===== src/rtl/switch_mcu_regfile.sv =====
// switch_mcu_regfile: general-purpose register file for the switch core's ALU op units.
//
// 31 writable DATA_W-bit registers (x1..x31) plus hardwired-zero x0, two registered read
// ports, one write port and a sequenced clear engine that zeroes x1..x31, one entry per cycle.
//
// Ports:
//   in_clk                  core clock
//   in_rst                  asynchronous, active-high reset
//   in_ren_1/in_raddr_1     read port 1 request; out_rdata_1 loads one cycle later and holds
//   in_ren_2/in_raddr_2     read port 2 request; out_rdata_2 loads one cycle later and holds
//   in_wen/in_waddr/in_wdata write port (writes to x0 or while clearing are dropped)
//   in_clr                  single-cycle clear request (ignored while clearing)
//   out_busy                clear engine active
//
// Configuration:
//   SWITCH_MCU_REGFILE_BYPASS_EN  defined   -> a same-edge write and read of one nonzero entry
//                                             returns the new data (write-first).
//                                 undefined -> the read returns the old entry value
//                                             (read-first).

module switch_mcu_regfile #(
    parameter int unsigned DATA_W = 32,
    parameter int unsigned ADDR_W = 5
) (
    input  logic              in_clk,
    input  logic              in_rst,
    input  logic              in_ren_1,
    input  logic [ADDR_W-1:0] in_raddr_1,
    output logic [DATA_W-1:0] out_rdata_1,
    input  logic              in_ren_2,
    input  logic [ADDR_W-1:0] in_raddr_2,
    output logic [DATA_W-1:0] out_rdata_2,
    input  logic              in_wen,
    input  logic [ADDR_W-1:0] in_waddr,
    input  logic [DATA_W-1:0] in_wdata,
    input  logic              in_clr,
    output logic              out_busy
);

    localparam int unsigned DEPTH = 2 ** ADDR_W;

    typedef enum logic [0:0] {
        StIdle,
        StClr
    } state_e;

    state_e              state_q, state_d;
    logic [ADDR_W-1:0]   index_q, index_d;
    logic                busy_q, busy_d;
    logic [DATA_W-1:0]   rdata_1_q, rdata_1_d;
    logic [DATA_W-1:0]   rdata_2_q, rdata_2_d;

    // x0 is not stored; the array starts at entry 1.
    logic [DATA_W-1:0]   regs_q [1:DEPTH-1];
    logic [DATA_W-1:0]   regs_d [1:DEPTH-1];

    logic                wr_accept;
    logic [DATA_W-1:0]   rd_val_1;
    logic [DATA_W-1:0]   rd_val_2;

    assign wr_accept = in_wen && (in_waddr != '0) && (state_q == StIdle);

    // Read muxes: address 0 falls through every compare and returns zero.
    always_comb begin
        rd_val_1 = '0;
        rd_val_2 = '0;
        for (int i = 1; i < int'(DEPTH); i++) begin
            if (in_raddr_1 == ADDR_W'(i)) begin
                rd_val_1 = regs_q[i];
            end
            if (in_raddr_2 == ADDR_W'(i)) begin
                rd_val_2 = regs_q[i];
            end
        end
`ifdef SWITCH_MCU_REGFILE_BYPASS_EN
        // Write-first: forward the data being written this edge. wr_accept already
        // excludes x0, so address 0 still reads zero.
        if (wr_accept && (in_waddr == in_raddr_1)) begin
            rd_val_1 = in_wdata;
        end
        if (wr_accept && (in_waddr == in_raddr_2)) begin
            rd_val_2 = in_wdata;
        end
`endif
    end

    // Next-state: storage, clear sequencing and read-data registers.
    always_comb begin
        state_d   = state_q;
        index_d   = index_q;
        busy_d    = busy_q;
        regs_d    = regs_q;
        rdata_1_d = rdata_1_q;
        rdata_2_d = rdata_2_q;

        unique case (state_q)
            StIdle: begin
                for (int i = 1; i < int'(DEPTH); i++) begin
                    if (wr_accept && (in_waddr == ADDR_W'(i))) begin
                        regs_d[i] = in_wdata;
                    end
                end
                if (in_clr) begin
                    state_d = StClr;
                    index_d = ADDR_W'(1);
                    busy_d  = 1'b1;
                end
            end
            StClr: begin
                // Writes and further clear requests are dropped here.
                for (int i = 1; i < int'(DEPTH); i++) begin
                    if (index_q == ADDR_W'(i)) begin
                        regs_d[i] = '0;
                    end
                end
                if (index_q == '1) begin
                    state_d = StIdle;
                    index_d = '0;
                    busy_d  = 1'b0;
                end else begin
                    index_d = index_q + ADDR_W'(1);
                end
            end
        endcase

        // Reads while clearing return zero rather than a partially cleared entry.
        if (in_ren_1) begin
            rdata_1_d = (state_q == StClr) ? '0 : rd_val_1;
        end
        if (in_ren_2) begin
            rdata_2_d = (state_q == StClr) ? '0 : rd_val_2;
        end
    end

    always_ff @(posedge in_clk or posedge in_rst) begin
        if (in_rst) begin
            state_q   <= StIdle;
            index_q   <= '0;
            busy_q    <= 1'b0;
            rdata_1_q <= '0;
            rdata_2_q <= '0;
            regs_q    <= '{default: '0};
        end else begin
            state_q   <= state_d;
            index_q   <= index_d;
            busy_q    <= busy_d;
            rdata_1_q <= rdata_1_d;
            rdata_2_q <= rdata_2_d;
            regs_q    <= regs_d;
        end
    end

    assign out_rdata_1 = rdata_1_q;
    assign out_rdata_2 = rdata_2_q;
    assign out_busy    = busy_q;

endmodule


===== config.mk =====
export PLATFORM = sky130hd
export DESIGN_NAME = switch_mcu_regfile
export DESIGN_NICKNAME = d
export VERILOG_FILES = /design/src/rtl/switch_mcu_regfile.sv
export SDC_FILE = /design/constraint.sdc
export NUM_CORES = 2
export LEC_CHECK = 0
export ABC_AREA = 1
export CAP_MARGIN = 0
export CORE_MARGIN = 2
export CORE_UTILIZATION = 50
export DETAILED_ROUTE_END_ITERATION = 7
export PLACE_DENSITY = 0.68
export SLEW_MARGIN = 20
export SYNTH_ARGS = -nofsm -noshare
export SYNTH_HDL_FRONTEND = slang
export SYNTH_SLANG_ARGS = --single-unit

===== constraint.sdc =====
create_clock -name in_clk -period 41.9 [get_ports in_clk]
set_clock_uncertainty 0.15 [all_clocks]
set_input_delay 6.285 -clock in_clk [delete_from_list [all_inputs] [get_ports in_clk]]
set_output_delay 6.285 -clock in_clk [all_outputs]
set_load 0.005 [all_outputs]

Yosys cells after proc, flatten, opt, wreduce, memory -nomap -nowiden
Index checks and enable logic that the tools add are counted.

Flip-flop bits (word level): 1063. Latch bits: 0. Memory bits (writable): 0. ROM bits: 0. Memories kept: 0.

$add $sub $neg: 1. Multipliers: 0. Divide/modulo/power cells: 0. $lt $le $gt $ge: 0. Equal/unequal tests: 187. Shift operators: 0. Mux-type cells: 136. Bitwise logic cells: 1. Reduce and logical (&&, ||, !) cells: 66.

Operators by type and width (count): 32-bit two-way mux (126); 992-bit case mux with 2 select lines (1); 5-bit equality test (second input constant) (64); 5-bit by 4-bit equality test with 1-bit output (second input constant) (32); 2-bit by 1-bit != test with 1-bit output (second input constant) (62); 5-bit by 3-bit equality test with 1-bit output (second input constant) (16); 2-bit AND reduction (32); 5-bit by 2-bit equality test with 1-bit output (second input constant) (8); 1-bit logical AND (33); 5-bit by 1-bit equality test with 1-bit output (second input constant) (4); 5-bit two-way mux (2); 5-bit case mux with 2 select lines (1); 5-bit by 1-bit adder with 5-bit output (second input constant) (1); 5-bit nonzero test (1); 1-bit two-way mux (4); 1-bit case mux with 2 select lines (2); 2-bit != test (second input constant) (1); 1-bit NOT (1).

Logic depth before layout (Yosys ltp)
Word-level depth: 33. Depth in mapped cells: 25. Gate-level depth less buffers: 24.

Worst setup path before layout
Ideal clock, no wire load.

Path type: input -> register. Start: in in_raddr_1[1]. End: reg rdata_1_q[0] (netlist: out_rdata_1[0]). Data arrival time: 8.213 ns. Required time: 41.634 ns. Setup slack: 33.420 ns. Stages on the path: 20. Cell sequence: buf_2 nand2_2 nor3_4 buf_2 buf_4 nand2_1 nand2_1 nand4_1 nor2_1 nand4_1 nor2_1 nand4_1 nor2_1 nand4_1 nor2_1 nand4_1 nor2_1 nand4_1 nand2_1 nand2_1.

Word-level cells in the longest chain between the ends: 33. Elaborated cells between the ends (all ways): 63.

RTL lines: start: declaration (RTL line 28) `input logic [ADDR_W-1:0] in_raddr_1,`; 5-bit by 1-bit equality test with 1-bit output (RTL line 68) `if (in_raddr_1 == ADDR_W'(i)) begin`; 32-bit two-way mux (30 in series) (RTL line 68); 32-bit two-way mux * (RTL line 68); 32-bit two-way mux * (RTL line 128) `rdata_1_d = (state_q == StClr) ? '0 : rd_val_1;`; end signal: assignment (RTL line 147) `rdata_1_q <= rdata_1_d;`; end: declaration (RTL line 50) `logic [DATA_W-1:0] rdata_1_q, rdata_1_d;`.

Mark *: on every way between the ends. The rest lies on a longest branch, timed or not. A chain may end at the register's enable or synchronous reset.

==> run metrics <==
Design Area, Final just over 0.06 mm²; Die ar. roughly 0.11 mm²; max_slew headroom about a quarter; clock latency on the worst-skew pair 0.73 ns; Post-synth EDFFs 0; Seq/Total Area, Yosys between 40% and 50%; CP dominant cell by count buf_4; worst-path cell chain clkdlybuf4s50_1, inv_8, buf_4, buf_4, buf_4, buf_4, buf_4; Reg clk slew, reported paths ~0.06 ns; Net Switching roughly 1.4 mW; switching share of power 36.0%; Max FO, Critical Path roughly 110; 1st-iter DRT viols ~7,700; worst hold path class flop to flop; f_max between 90 and 100 MHz; Synth Flop Type dfrtp_1; DP HPWL 132 mm; Area contributors post-synth dfrtp_1, nand2_1, nor2_1; crit path time final 10.89 ns; Final setup violation count 0; DR WL/cell about 25 µm; synthesized area around 0.055 mm²; CTS H-tree depth 3; clock power share 28.1%; met3 routed WL 30.2 mm; slowest stage delay, CP 0.83 ns; RSZ-0062 raised after global routing false; DIE WIDTH ~330 µm; DP Area 0.0572 mm²; Buf+Inv Stages, Crit Path 7; # nets final between 7,000 and 8,000; Cell Pwr Density 62.5 mW/mm²; post-route ant nets 0; final wirelength between 200 and 250 mm; metal2 WL 88.7 mm; share of the synthesized area in the top cell type between 40 and 50%; Avg Inst Size Synth 7.57 µm²; CP top delay family buffers and inverters; DR top layer met5; largest net degree at the start of global routing 170; Syn Inst Count about 7,200; outcome finished with violations; commonest non-fill, non-tap cell in the layout nand2_1; GP Congestion just under 1; Core Rows 121; Ports 118; port bufs roughly 120; Num CTS Buffers between 100 and 150; area delta synth->final 11.7%; Async S/R FF share, synth between 90% and 100%; GR Overflow Total 0; Post-Syn Nets between 7,000 and 8,000; first-pass detailed-route iteration total 8; first-pass GRT wire length roughly 320 mm; Crit path required time 42.46 ns; post-CTS sizing 0; Crit Path Category input port to async pin; most frequent cells in the layout nand2_1, dfrtp_1, nor2_1; initial antenna violation count 8; clk sinks about 1,100; Post-CTS Setup Bufs 0; area leader, netlist dfrtp_1; chip height between 300 and 400 µm; total track usage around two fifths; DR vias around 53,000; post-synth cell types 29; Slew Limit Fails 0; Root Driver clkbuf_16; failing checks DRC; total number of yosys warnings 0; clock buffer depth 3; IR drop worst, VDD approximately 0.037 mV; Hold Buf Count CTS 0; core area 0.109 mm²; number of global-route vias before repair between 40,000 and 50,000; DRT met1 WL about 83 mm; Final Hold Fails 0; final setup TNS 0 ns; maxcap violations 0; synthesized flop and latch total about 1,100; fraction of layout cells with a size suffix above 1 under 10%; internal power about 2.4 mW; Logic pwr share 25.7%; Tcrit/Tclk final 26.0%; Starting Density approximately half; drt via density just over 6; Reg power frac 46.2%; Finished Core Util a little under three fifths; CP Capture Type async pin; leakage power figure approximately 28 nW; CP startpoint kind input port; worst-margin pin slew about 1.1 ns; CTS tree done; Worst Path Arrival 11.45 ns; Remaining DRCs 5; Slowest cell on crit path buf_4
-- power groups by stage --
stage	sequential [mW]	combinational, mW	clock, mW
floorplan	1.69	0.670	0
global placement	1.75	0.924	0
detailed placement	1.76	0.958	0
CTS	1.75	0.963	1.08
global route	1.81	1.09	1.12
finish	1.77	0.982	1.07
-- cells by family (layout without fill, tap and decap cells) --
family | Yosys count | count (layout) | synth area share (%)
AOI/OAI and AO/OA | 970 | 970 | 9.10
xor gates and xnor gates | 1 | 1 | 0.0160
adders and majority gates | 6 | 6 | 0.137
buffers and inverters | 1050 | 1013 | 7.32
DFF | 1063 | 1063 | 48.6
muxes | 275 | 275 | 5.65
other | 0 | 5 | 0
and+or+nand+nor | 3872 | 3872 | 29.2
-- Yosys cell counts, drive strengths merged (2+ instances only) --
library cell,number
a22o,25
o21ai,459
o22ai,4
mux2,275
inv,534
a21oi,475
clkbuf,441
dfrtp,1063
a32o,5
nand2,2149
clkinv,3
ha,6
nor2,1088
o2111ai,2
nand4,496
buf,72
nand3,121
nor3,15
-- path summary, 6_finish.rpt --
check | start | end | slack (ns) | cells past startpoint
max | in_rst | regs_q[371] | 31.01 | 7
min | out_rdata_1[24] | out_rdata_1[24] | 0.33 | 2
max reg2reg | state_q | regs_q[614] | 37.98 | 6
min reg2reg | out_rdata_1[24] | out_rdata_1[24] | 0.33 | 2
max in group in_clk | in_raddr_2[4] | out_rdata_2[11] | 31.28 | 23
min in group asynchronous | in_rst | regs_q[785] | 5.89 | 2
-- tightest hold or removal path, cell delays in order, from the launching register on --
cell     delay, ns
dfrtp_1       0.34
nand2_1       0.05
nand2_1       0.05
-- stage by stage --
stage          instances  hold WS, ns  worst slack, ns  total power, mW
2_1_floorplan       7237        0.303             5.54             2.36
5_1_grt             8614        0.346            30.27             4.02
4_1_cts             8614        0.331            30.80             3.79
3_3_place_gp        8405        0.312            30.10             2.67
6_report            8619        0.325            31.01             3.82
3_5_place_dp        8405        0.315            30.03             2.72
-- sequential cells by signal, indices dropped and copies added (netlist names) --
| register | flops |
|---|---|
| regs_q | 992 |
| out_rdata_1 | 32 |
| out_rdata_2 | 32 |
| index_q | 5 |
| out_busy | 1 |
| state_q | 1 |
-- metal layers --
layer  GRT usage, %  up-vias
met1           51.2    25200
met3           10.8      767
li1               -    23100
met2           54.8     3725
met5              0        -
met4           21.9        4
-- cell type report --
type,count,area (µm²)
Antenna cell,5,12.5
Tap cell,1414,1770
Sequential cell,1063,26600
Clock buffer,181,3530
Multi-Input combinational cell,5124,24500
Timing Repair Buffer,267,2320
Clock inverter,28,430
Fill cell,9894,47500
Inverter,537,2020
Power figures use the tool's default switching activity.
